==> src/rtl/bus_bridge_target_frame_codec.sv <==
// Target-side frame codec for the UART bus bridge.
// Serialises one bus request into a 4-byte request frame (addr lo, addr hi,
// wdata, direction flag), then collects the 2-byte response frame (rdata,
// flag) and presents a completed response with error/timeout indication.
module bus_bridge_target_frame_codec #(
   parameter int TIMEOUT_CYCLES = 5_000_000,
   parameter int TO_W           = $clog2(TIMEOUT_CYCLES + 1)
) (
   input  logic        clk,
   input  logic        rst_n,
   input  logic        req_valid,
   output logic        req_ready,
   input  logic [15:0] req_addr,
   input  logic [7:0]  req_wdata,
   input  logic        req_is_write,
   output logic        resp_valid,
   input  logic        resp_ready,
   output logic [7:0]  resp_rdata,
   output logic        resp_is_write,
   output logic        resp_err,
   output logic        resp_timeout,
   output logic [7:0]  tx_data,
   output logic        tx_valid,
   input  logic        tx_ready,
   input  logic [7:0]  rx_data,
   input  logic        rx_valid,
   output logic        busy,
   output logic [7:0]  stray_cnt
);

   typedef enum logic [2:0] {
      S_IDLE       = 3'd0,
      S_SEND       = 3'd1,
      S_WAIT_RESP0 = 3'd2,
      S_WAIT_RESP1 = 3'd3,
      S_RESP       = 3'd4
   } state_t;

   // Last timer value before a response byte is declared missing.
   localparam logic [TO_W-1:0] TO_LAST = TO_W'(TIMEOUT_CYCLES - 1);
   localparam logic [TO_W-1:0] TO_MAX  = '1;

   state_t          state;
   state_t          state_nxt;
   logic [1:0]      idx;
   logic [15:0]     addr_q;
   logic [7:0]      wdata_q;
   logic            is_write_q;
   logic [7:0]      rdata_q;
   logic            err_q;
   logic            timeout_q;
   logic [TO_W-1:0] timer;
   logic [7:0]      stray_q;
   logic            timer_exp;
   logic            in_wait;

   assign timer_exp = (timer == TO_LAST);
   assign in_wait   = (state == S_WAIT_RESP0) || (state == S_WAIT_RESP1);

   assign resp_rdata    = rdata_q;
   assign resp_is_write = is_write_q;
   assign resp_err      = err_q;
   assign resp_timeout  = timeout_q;
   assign stray_cnt     = stray_q;

   // State register; asynchronous reset abandons any frame in flight.
   always_ff @(posedge clk or negedge rst_n) begin
      if (!rst_n) state <= S_IDLE;
      else        state <= state_nxt;
   end

   // Next-state and handshake outputs; rx byte arriving on the expiry cycle beats the timeout.
   always_comb begin
      state_nxt  = state;
      req_ready  = 1'b0;
      tx_valid   = 1'b0;
      resp_valid = 1'b0;
      busy       = 1'b1;
      case (state)
         S_IDLE: begin
            req_ready = 1'b1;
            busy      = 1'b0;
            if (req_valid) state_nxt = S_SEND;
         end
         S_SEND: begin
            tx_valid = 1'b1;
            if (tx_ready && (idx == 2'd3)) state_nxt = S_WAIT_RESP0;
         end
         S_WAIT_RESP0: begin
            if (rx_valid)       state_nxt = S_WAIT_RESP1;
            else if (timer_exp) state_nxt = S_RESP;
         end
         S_WAIT_RESP1: begin
            if (rx_valid || timer_exp) state_nxt = S_RESP;
         end
         S_RESP: begin
            resp_valid = 1'b1;
            if (resp_ready) state_nxt = S_IDLE;
         end
         default: state_nxt = S_IDLE;
      endcase
   end

   // Frame byte selection; held stable by the index only moving on a handshake.
   always_comb begin
      tx_data = 8'h00;
      if (state == S_SEND) begin
         case (idx)
            2'd0:    tx_data = addr_q[7:0];
            2'd1:    tx_data = addr_q[15:8];
            2'd2:    tx_data = wdata_q;
            default: tx_data = {7'b0, is_write_q};
         endcase
      end
   end

   // Request latch, byte index, response capture and inter-byte timer.
   always_ff @(posedge clk or negedge rst_n) begin
      if (!rst_n) begin
         idx        <= 2'd0;
         addr_q     <= 16'h0000;
         wdata_q    <= 8'h00;
         is_write_q <= 1'b0;
         rdata_q    <= 8'h00;
         err_q      <= 1'b0;
         timeout_q  <= 1'b0;
         timer      <= '0;
      end else begin
         case (state)
            S_IDLE: begin
               if (req_valid) begin
                  addr_q     <= req_addr;
                  wdata_q    <= req_wdata;
                  is_write_q <= req_is_write;
                  idx        <= 2'd0;
               end
            end
            S_SEND: begin
               if (tx_ready) begin
                  idx <= idx + 2'd1;
                  if (idx == 2'd3) timer <= '0;
               end
            end
            S_WAIT_RESP0: begin
               if (rx_valid) begin
                  rdata_q <= rx_data;
                  timer   <= '0;
               end else if (timer_exp) begin
                  rdata_q   <= 8'h00;
                  err_q     <= 1'b1;
                  timeout_q <= 1'b1;
               end else if (timer != TO_MAX) begin
                  timer <= timer + TO_W'(1);
               end
            end
            S_WAIT_RESP1: begin
               if (rx_valid) begin
                  err_q     <= (rx_data[0] != is_write_q) || (rx_data[7:1] != 7'd0);
                  timeout_q <= 1'b0;
               end else if (timer_exp) begin
                  rdata_q   <= 8'h00;
                  err_q     <= 1'b1;
                  timeout_q <= 1'b1;
               end else if (timer != TO_MAX) begin
                  timer <= timer + TO_W'(1);
               end
            end
            default: ;
         endcase
      end
   end

   // Bytes arriving outside the response window are dropped and counted.
   always_ff @(posedge clk or negedge rst_n) begin
      if (!rst_n) begin
         stray_q <= 8'h00;
      end else if (rx_valid && !in_wait && (stray_q != 8'hFF)) begin
         stray_q <= stray_q + 8'd1;
      end
   end

endmodule
==> config.mk <==
export PLATFORM = sky130hd
export DESIGN_NAME = bus_bridge_target_frame_codec
export DESIGN_NICKNAME = d
export VERILOG_FILES = /design/src/rtl/bus_bridge_target_frame_codec.sv
export SDC_FILE = /design/constraint.sdc
export NUM_CORES = 1
export LEC_CHECK = 0
export ABC_AREA = 1
export BUFFER_PORTS_ARGS = -buffer_cell sky130_fd_sc_hd__clkbuf_2
export CAP_MARGIN = 20
export CORE_MARGIN = 3
export CORE_UTILIZATION = 39
export DETAILED_ROUTE_END_ITERATION = 16
export PLACE_DENSITY = 0.69
export SLEW_MARGIN = 20
export SYNTH_ARGS = -nofsm -noshare
export SYNTH_HDL_FRONTEND = slang
export SYNTH_SLANG_ARGS = --single-unit
==> constraint.sdc <==
create_clock -name clk -period 2.3 [get_ports clk]
set_input_delay 0.575 -clock clk [delete_from_list [all_inputs] [get_ports clk]]
set_output_delay 0.575 -clock clk [all_outputs]
set_load 0.03 [all_outputs]
* Word-level counts from Yosys, hierarchy flattened
Cells that the tools add are included.
Storage, ports and cells: register bits after elaboration 71, bits of input ports 39, output and inout port bits 31, word-level logic and storage cells 87
Cells by class: $add $sub $neg 3, equal/unequal tests 20, multiplexer cells 35, reductions and logical operators 19
Operators with widths (count):
- 23-bit two-way mux | 6
- 23-bit case mux with 3 select lines | 1
- 8-bit two-way mux | 4
- 8-bit case mux with 3 select lines | 1
- 23-bit by 1-bit adder with 23-bit output (second input constant) | 1
- 23-bit equality test (second input constant) | 1
- 23-bit != test (second input constant) | 1
- 3-bit two-way mux | 6
- 8-bit case mux with 2 select lines | 1
- 3-bit case mux with 5 select lines | 1
- 2-bit != test (second input constant) | 6
- 1-bit two-way mux | 10
- 8-bit by 1-bit adder with 8-bit output (second input constant) | 1
- 8-bit != test (second input constant) | 1
- 7-bit nonzero test | 1
- 3-bit by 2-bit equality test with 1-bit output (second input constant) | 2
- 2-bit AND reduction | 3
- 5-bit AND reduction | 1
- 2-bit equality test (second input constant) | 2
- 2-bit two-way mux | 2
- 2-bit by 1-bit != test with 1-bit output (second input constant) | 2
- 1-bit case mux with 2 select lines | 2
- 2-bit case mux with 2 select lines | 1
- 4-bit AND reduction | 1
- 14 further kinds | 19

* Depth between registers and ports, before layout
Gate-level depths: netlist of run 1.
depth after elaboration 5, depth in mapped cells 12, gate-level depth less buffers 12

* Least setup slack after synthesis of run 1
OpenSTA, ideal clock, no wires.
path kind flip-flop to output port, from register state[2], to output port tx_data[1], arrival 1666 ps, required time 1725 ps, setup slack 59 ps, stages on the path, launching flop included 6, path buffers 0, cell sequence dfrtp_1 -> nor2_1 -> nand2_1 -> inv_1 -> nand2_1 -> a31oi_1
Between the ends: longest elaborated chain between the ends 2
Ends and longest elaborated chain:
- start, declared | RTL line 43 | state_t state;
- start signal, assigned | RTL line 69 | else state <= state_nxt;
- 3-bit by 1-bit equality test with 1-bit output | RTL line 107 | if (state == S_SEND) begin
- 8-bit two-way mux | RTL line 107
- end, declared | RTL line 22 | output logic [7:0] tx_data,
No other way between the ends.

* Worst setup path in the final report of run 1
from register state[2], to output port tx_data[6]
Same word-level chain as after synthesis.

==> key figures, run 1 <==
Synthesis
  • Synth Area per Inst: 7.544 um2
  • Syn Inst Count: 510
  • Post-synth EDFFs: 0
  • Post-Syn Area: 0.003847 mm2
  • Cell variety after synth: 34
  • Yosys warning total: 0
  • Synthesized flop and latch total: 71
  • Sequential cell area fraction in the yosys report: 46.18%
  • Post-synthesis async set-or-reset flop share: 100.0%
  • Most common flop cell mapped by yosys: dfrtp_1
  • Mapped Nets: 555

Worst setup path
  • Number of buffers and inverters on the critical path: 2
  • Setup crit start kind: register
  • Crit path max-delay family: flip-flops
  • CP peak stage delay: 0.43 ns
  • Worst-path fanout max: 7
  • Setup CP Type: register to primary output
  • Worst path required time: 1.73 ns
  • Worst setup EP type: primary output
  • Critical Path AT: 1.61 ns
  • Critical-path cell list: nor2_2, nand2_2, inv_4, nand2_4, a31oi_1, clkbuf_2
  • Worst path slowest cell: dfrtp_1

Timing
  • TNS Setup: 0 ns
  • Setup Skew: 0.009758 ns
  • Final period util: 95.03%
  • Least-Margin Pin Slew: 0.4965 ns
  • Max-slew violations: 0
  • Setup ws final: 0.1142 ns
  • Fmax: 457.5 MHz
  • Period minus WS final: 2.186 ns
  • Final Setup Violations: 0
  • Max-slew headroom: 66.78%
  • Final hold vios: 0

Clock network
  • CTS tree: built
  • Clock Pin Slew Worst Setup and Hold Paths: 0.08 ns
  • CTS Root Cell: clkbuf_8
  • H-tree levels: 3
  • Post-CTS setup buffers: 0
  • Clk Latency, worst-skew pair: 0.34 ns
  • CTS buffer count: 9
  • Post-cts hold buffer count: 0
  • Clk buf depth: 2
  • # clock sinks: 71

Route
  • DRC Markers: 0
  • 1st-pass router iterations: 5
  • Drt total wl: 9.146 mm
  • Via/cell ratio: 4.918
  • DR vias: 3536
  • Detailed-route wire length per cell: 12.72 um
  • ANT nets after route: 0
  • Drt initial violations: 214

Floorplanning
  • Die Height: 105.3 um
  • Die area: 0.01109 mm2
  • IO Pins: 70
  • Starting Density: 40.86%
  • Rows: 35
  • Core area: 0.009415 mm2
  • Die width: 105.3 um

Cells and area
  • N_diodes: 0
  • Final #Nets: 630
  • Most frequent cells in the layout: nand2_1 (188), dfrtp_1 (70), clkbuf_2 (62)
  • Reg area: 0.001778 mm2
  • Area occupied by multi-input gates: 0.001886 mm2
  • Fin area: 0.004678 mm2
  • FILL cells: 927
  • Final Util: 49.69%
  • Share of post-route cells with drive strength above 1: 20.34%
  • Layout area overhead: 21.59%
  • Commonest non-fill, non-tap cell in the layout: nand2_1

Global routing
  • Gr usage total: 17.54%
  • First-pass GRT wire length: 15.88 mm
  • Pin count of the biggest net entering global routing: 72
  • Congestion Overflow GR: 0
  • Vias in the first global route: 3379
  • Initial antenna violation count: 0

Pwr
  • LEAKAGE: 2.382 nW
  • Power per standard cell area: 1241 mW/mm2
  • Worst VDD drop: 0.0005961 V

Place
  • PortBufs: 69
  • Post-detailed-placement cell area: 0.004354 mm2
  • Placed wire-length estimate: 6.649 mm
  • RD Place Congestion: 0.8793
  • Setup WS pre-CTS: 0.2230 ns

Flow run
  • Max_cap viols: 0

Run status
  • Status: completed

Min path
  • Hold Crit Class: primary input to asynchronous set/reset pin
cell families after synthesis:
kind of cell / Yosys count / synth area share [%]
compound gates: 52 / 8.585
buf+inv: 59 / 6.113
fa+ha+maj: 6 / 1.951
flops: 71 / 46.18
xor+xnor: 15 / 3.415
simple gates: 307 / 33.76
path summary, 6_finish.rpt:
kind | from | end | slack [ns] | cells after the start
max in group asynchronous | rst_n | timer[18] | 1.74 | 2
worst min-delay path | rst_n | addr_q[3] | 0.22 | 2
worst max register to register | timer[0] | timer[13] | 0.33 | 10
worst min register to register | addr_q[10] | addr_q[10] | 0.48 | 2
worst max-delay path | state[2] | tx_data[6] | 0.11 | 6
min in group clk | req_addr[5] | addr_q[5] | 0.42 | 3
stage by stage:
step | hold slack, ns | power (W) | cells
floorplan | 0.2794 | 0.003773 | 510
global placement | 0.4562 | 0.004385 | 703
detailed placement | 0.4595 | 0.004458 | 703
CTS | 0.2466 | 0.005811 | 719
global route | 0.2702 | 0.006266 | 719
finish | 0.2194 | 0.005804 | 719
report_power, final:
group          internal [W]  switching, W
combinational      0.000801       0.00171
clock              0.000829      0.000466
sequential          0.00167      0.000328
cell type report:
| cell class | count | share of cell area (%) |
|---|---|---|
| multi-input cells | 380 | 40.30 |
| flip-flops and latches | 71 | 38.00 |
| repair buffers | 74 | 8.665 |
| inverters | 49 | 4.012 |
| well taps | 129 | 3.450 |
| clock inverters | 6 | 2.835 |
| clock buffers | 10 | 2.728 |
flip-flops by register name (all words and copies together) (netlist names):
signal,count
addr_q,16
idx,2
resp_err,1
resp_is_write,1
resp_rdata,8
resp_timeout,1
state,3
stray_cnt,8
timer,23
wdata_q,8
cells in the mapped netlist, types with 2 or more instances:
cell type  instances  area share (%)
nand2_1          190              19
dfrtp_1           71              46
nor2_1            55             5.4
inv_1             41             4.0
nand3_1           34             4.4
a21oi_1           15             2.0
xor2_1            12             2.7
o21ai_0           11             1.4
a22o_1             8             1.8
a31oi_1            8             1.3
ha_1               6             2.0
inv_2              6            0.59
nand4_1            6            0.98
nor3_1             6            0.78
o2111ai_1          6             1.4
clkbuf_1           4            0.39
nand2_2            4            0.65
buf_1              3            0.29
nor2_2             3            0.49
nor4_1             3            0.49
xnor2_1            3            0.68
nor2_8             2             1.0
o21ai_1            2            0.26
worst register-to-register path: stages, from the launching register on:
cell and delay [ns]:
dfrtp_1 0.45, ha_1 0.22, nand2_1 0.09, nor2_2 0.19, nand3_1 0.18, inv_2 0.12, nand3_2 0.17, clkinv_2 0.16
nor2_2 0.08, o21ai_1 0.14, nor2_1 0.05
layer usage:
layer / up-vias / global-route usage [%] / part of all wire (%)
li1: 1787 / - / -
met5: - / 0 / 0
met4: 0 / 5.436 / 0.60
met1: 1642 / 23.36 / 46
met3: 4 / 5.940 / 7.2
met2: 103 / 26.96 / 46
repair_timing:
item	4_1_cts	5_1_grt
resized for setup	8	19
pin swaps	0	0
endpoints found under the setup margin	8	8
Power figures use the tool's default switching activity.
==> run 2: changes to the inputs <==
CORE_UTILIZATION = 40   (was 39)
PLACE_DENSITY = 0.71   (was 0.69)
==> run 2 against run 1 <==
Sequential share of layout area rose by 0.50 points. Cell count is 0.14% lower. Via count is 2.2% higher. Critical path type unchanged. Critical endpoint is now tx_data[4]. Highest routed layer unchanged.
==> key figures, run 2 (same netlist as run 1, synthesis figures left out) <==
Floorplanning
  • IO Pins: 70
  • Starting Density: 41.44%
  • Die width: 104.1 um
  • Rows: 35
  • Core area: 0.009284 mm2
  • Die area: 0.01083 mm2
  • Die Height: 104.1 um

Run status
  • Status: completed

Route
  • DR vias: 3615
  • 1st-pass router iterations: 5
  • Drt initial violations: 225
  • ANT nets after route: 0
  • Drt total wl: 9.161 mm
  • Via/cell ratio: 5.035
  • DRC Markers: 0
  • Detailed-route wire length per cell: 12.76 um

Global routing
  • Most used routing layer: met2
  • Gr usage total: 17.74%
  • Met1 usage: 23.79%
  • First-pass GRT wire length: 16.10 mm
  • Pin count of the biggest net entering global routing: 72
  • Congestion Overflow GR: 0
  • Vias in the first global route: 3460
  • Routing usage on met2: 28.60%
  • Grt met3 use: 3.973%
  • Initial antenna violation count: 0

Cells and area
  • Most frequent cells in the layout: nand2_1 (188), dfrtp_1 (70), clkbuf_2 (60)
  • N_diodes: 0
  • Final #Nets: 630
  • Max reg flops: 23
  • Largest regs: timer (23), addr_q (16)
  • Layout area overhead: 20.00%
  • Final Util: 49.73%
  • Commonest non-fill, non-tap cell in the layout: nand2_1
  • Most flop-heavy register: timer
  • Fin area: 0.004617 mm2
  • Share of post-route cells with drive strength above 1: 20.03%

Worst setup path
  • Critical Path AT: 1.64 ns
  • Worst setup EP type: primary output
  • Worst-path fanout max: 8
  • FF-to-FF setup slack: 0.36 ns
  • Worst path required time: 1.73 ns
  • Setup crit start kind: register
  • Setup CP Type: register to primary output

Place
  • RD Place Congestion: 0.8998
  • Placed wire-length estimate: 6.694 mm
  • Setup WS pre-CTS: 0.2333 ns
  • PortBufs: 69
  • Post-detailed-placement cell area: 0.004354 mm2

Clock network
  • Post-CTS setup buffers: 0
  • CTS buffer count: 9
  • CTS tree: built
  • # clock sinks: 71
  • Clock Pin Slew Worst Setup and Hold Paths: 0.07 ns
  • Clk buf depth: 2
  • H-tree levels: 3
  • CTS Root Cell: clkbuf_8
  • Clk Latency, worst-skew pair: 0.35 ns

Flow run
  • Max_cap viols: 0

Pwr
  • Sw Share: 45.93%
  • Clock share of power: 16.9%
  • Total power: 0.005463 W
  • Switch Pwr: 0.002509 W
  • Logic pwr share: 46.7%
  • Worst VDD drop: 0.0005348 V
  • Sequential power share: 36.4%
  • LEAKAGE: 2.352 nW
  • P_int: 0.002954 W
  • Power per standard cell area: 1183 mW/mm2

Timing
  • Final hold vios: 0
  • Max-slew headroom: 65.85%
  • Final Setup Violations: 0
  • Period minus WS final: 2.212 ns
  • Setup ws final: 0.08809 ns
  • Fmax: 452.1 MHz
  • Least-Margin Pin Slew: 0.5104 ns
  • Setup Skew: 0.01040 ns
  • Final period util: 96.17%
  • Max-slew violations: 0

Min path
  • Hold Crit Class: primary input to asynchronous set/reset pin
run 2: layout make-up:
type / count / area (um2)
Clock buffer: 12 / 165.2
Clock inverter: 3 / 17.52
Fill cell: 949 / 4667
Inverter: 49 / 187.7
Multi-Input combinational cell: 380 / 1892
Sequential cell: 71 / 1778
Tap cell: 129 / 161.4
Timing Repair Buffer: 74 / 415.4
run 2: worst max-delay path, stage by stage, from the launching register on:
cell and delay (ns):
dfrtp_1 0.43, inv_1 0.18, ha_4 0.22, nand2_1 0.08, a31oi_2 0.20, buf_4 0.19
run 2: path summary, 6_finish.rpt:
path,startpoint,endpoint,cells past startpoint
hold / removal,rst_n,timer[19],2
min in group clk,req_is_write,resp_is_write,3
setup reg to reg,timer[0],timer[13],10
setup / recovery,idx[1],tx_data[4],5
max in group asynchronous,rst_n,idx[0],2
hold reg to reg,wdata_q[5],wdata_q[5],2
run 2: through the flow:
stage	cells	TNS [ns]	hold slack (ns)
2_1_floorplan	510	0	0.2794
3_3_place_gp	703	0	0.4552
3_5_place_dp	703	0	0.4583
4_1_cts	718	0	0.2608
5_1_grt	718	-0.03101	0.2764
6_report	718	0	0.2477
run 2: power by group through the flow:
stage               Clock (W)  Sequential, W  Combinational (W)
CTS                  0.000955        0.00199            0.00249
detailed placement          0        0.00200            0.00247
floorplan                   0        0.00222            0.00156
global route          0.00100        0.00206            0.00284
finish               0.000923        0.00199            0.00255
global placement            0        0.00199            0.00240
run 2: timing repair:
action	4_1_cts	5_1_grt
setup endpoints to repair	8	8
hold buffers	0	0
gates resized for setup	6	30
run 2: per-layer routing:
metal / wire [um] / up-vias
li1: - / 1785
met1: 4116 / 1672
met2: 4227 / 145
met3: 690 / 13
met4: 127 / 0
met5: 0 / -
==> run 3: changes to the inputs <==
BUFFER_PORTS_ARGS = -buffer_cell sky130_fd_sc_hd__buf_4   (was -buffer_cell sky130_fd_sc_hd__clkbuf_2)
CORE_ASPECT_RATIO = 1.4   (was unset)
==> run 3 against run 2 <==
Combinational power about the same. Core utilization increased by 2.7 points. Setup slack improved by 0.029 ns. Count of clock-buffer cells in the layout up 1. Clock skew shrank 0.0042 ns. Flip-flop and latch count unchanged. Total power up 9.1%. Via count decreased by 2.8%. Sequential power about the same. Clock power increased by 48%.
==> key figures, run 3 (same netlist as run 1, synthesis figures left out) <==
Worst setup path
  • Setup CP Type: register to primary output
  • Critical path origin: idx[0]
  • CP peak stage delay: 0.43 ns
  • Worst path required time: 1.73 ns
  • Worst setup EP type: primary output
  • Critical-path cell list: inv_1, ha_2, nand2_1, a31oi_1, buf_4
  • FF-to-FF Start: timer[0]
  • Worst-path fanout max: 8
  • Critical Path AT: 1.61 ns
  • Setup crit start kind: register
  • Worst path slowest cell: dfrtp_1

Timing
  • Least-Margin Pin Slew: 0.5679 ns
  • Final period util: 94.92%
  • Final hold vios: 0
  • TNS Setup: 0 ns
  • Period minus WS final: 2.183 ns
  • Setup Skew: 0.006187 ns
  • Max-slew violations: 0
  • Final Setup Violations: 0
  • RSZ-0062 raised after global routing: true
  • Fmax: 458.0 MHz
  • Max-slew headroom: 62.00%

Global routing
  • Pin count of the biggest net entering global routing: 38
  • Congestion Overflow GR: 0
  • Gr usage total: 19.03%
  • Initial antenna violation count: 0
  • Vias in the first global route: 3430
  • First-pass GRT wire length: 16.09 mm

Pwr
  • Power per standard cell area: 1238 mW/mm2
  • Logic pwr share: 43.3%
  • P_int: 0.003443 W
  • LEAKAGE: 2.431 nW
  • Sequential power share: 33.7%
  • Clock share of power: 23.0%
  • Sw Share: 42.24%
  • Switch Pwr: 0.002518 W
  • Worst VDD drop: 0.0007963 V

Run status
  • Status: completed

Route
  • 1st-pass router iterations: 4
  • Via/cell ratio: 5.042
  • ANT nets after route: 0
  • Drt total wl: 9.353 mm
  • Detailed-route wire length per cell: 13.42 um
  • DRC Markers: 0
  • Drt initial violations: 273
  • DR vias: 3514

Floorplanning
  • Die area: 0.01085 mm2
  • Rows: 41
  • Die Height: 122.0 um
  • Die width: 88.89 um
  • Starting Density: 41.90%
  • Core area: 0.009183 mm2
  • IO Pins: 70

Cells and area
  • Commonest non-fill, non-tap cell in the layout: nand2_1
  • FILL cells: 862
  • Largest regs: timer (23), addr_q (16)
  • Max reg flops: 23
  • Most flop-heavy register: timer
  • Share of post-route cells with drive strength above 1: 19.66%
  • Fin area: 0.004816 mm2
  • N_diodes: 0
  • Most frequent cells in the layout: nand2_1 (188), buf_4 (73), dfrtp_1 (71)
  • Final Util: 52.45%
  • Layout area overhead: 25.17%
  • Final #Nets: 630

Clock network
  • Clock Pin Slew Worst Setup and Hold Paths: 0.06 ns
  • CTS buffer count: 9
  • Post-cts hold buffer count: 0
  • CTS Root Cell: clkbuf_16
  • Clk buf depth: 2
  • # clock sinks: 71
  • CTS tree: built
  • H-tree levels: 3
  • Clk Latency, worst-skew pair: 0.33 ns

Min path
  • Hold Crit Class: primary input to asynchronous set/reset pin

Flow run
  • Max_cap viols: 0

Place
  • PortBufs: 69
  • Placed wire-length estimate: 6.949 mm
  • Post-detailed-placement cell area: 0.004492 mm2
  • RD Place Congestion: 0.9373
run 3: cell count changes in the layout (fill, tap and decap cells not counted), sizes merged:
cell and change:
buf +60, clkinv -1, clkbuf -59, bufinv +1
run 3: metrics by stage:
| step | power [W] | hold WS, ns | instances | setup WS (ns) |
|---|---|---|---|---|
| 6_report | 0.005961 | 0.1938 | 697 | 0.1168 |
| 5_1_grt | 0.006413 | 0.2257 | 697 | -0.003976 |
| 4_1_cts | 0.005991 | 0.2048 | 696 | 0.03744 |
| 3_5_place_dp | 0.004579 | 0.4633 | 680 | 0.2965 |
| 3_3_place_gp | 0.004523 | 0.4589 | 680 | 0.3702 |
| 2_1_floorplan | 0.003773 | 0.2794 | 510 | 0.05915 |
run 3: layout make-up:
cell class              count  area, um2  area share, %
well taps                 107      133.9          2.780
repair buffers             74      568.0          11.80
clock inverters             3      42.54         0.8833
inverters                  49      185.2          3.845
clock buffers              13      250.2          5.196
flip-flops and latches     71       1777          36.89
multi-input cells         380       1859          38.61
run 3: worst paths after layout:
path                            slack [ns]    endpoint  depth (start not counted)
max in group asynchronous             1.52      idx[1]                          2
worst min register to register        0.47   addr_q[7]                          2
min in group clk                      0.44  wdata_q[3]                          3
worst min-delay path                  0.19    timer[1]                          1
worst max-delay path                  0.12  tx_data[6]                          5
worst max register to register        0.35   timer[13]                         10
run 3: layer usage:
metal	share of wire [%]	up-vias	wire [um]	track usage [%]
met5	0	-	0	0
met4	1.8	0	172	6.711
met3	5.6	16	525	4.804
met2	51	98	4801	31.60
met1	41	1606	3853	23.71
li1	-	1794	-	-
run 3: power groups by stage:
stage	Clock, W	Sequential [W]	Combinational (W)
4_1_cts	0.00141	0.00201	0.00258
6_report	0.00137	0.00201	0.00258
3_3_place_gp	0	0.00201	0.00251
3_5_place_dp	0	0.00202	0.00256
2_1_floorplan	0	0.00222	0.00156
5_1_grt	0.00146	0.00207	0.00288
run 3: repair_timing:
item                                    CTS  global route
buffers inserted                          0             1
endpoints found under the setup margin    7             8
resized for setup                         2             7
run 3: critical path: cells and delay by family (launching register included):
family | cells | cell delay, ns
adders and majority gates | 1 | 0.28
DFF | 1 | 0.43
and+or+nand+nor | 1 | 0.08
buffers and inverters | 2 | 0.30
AOI/OAI and AO/OA | 1 | 0.20
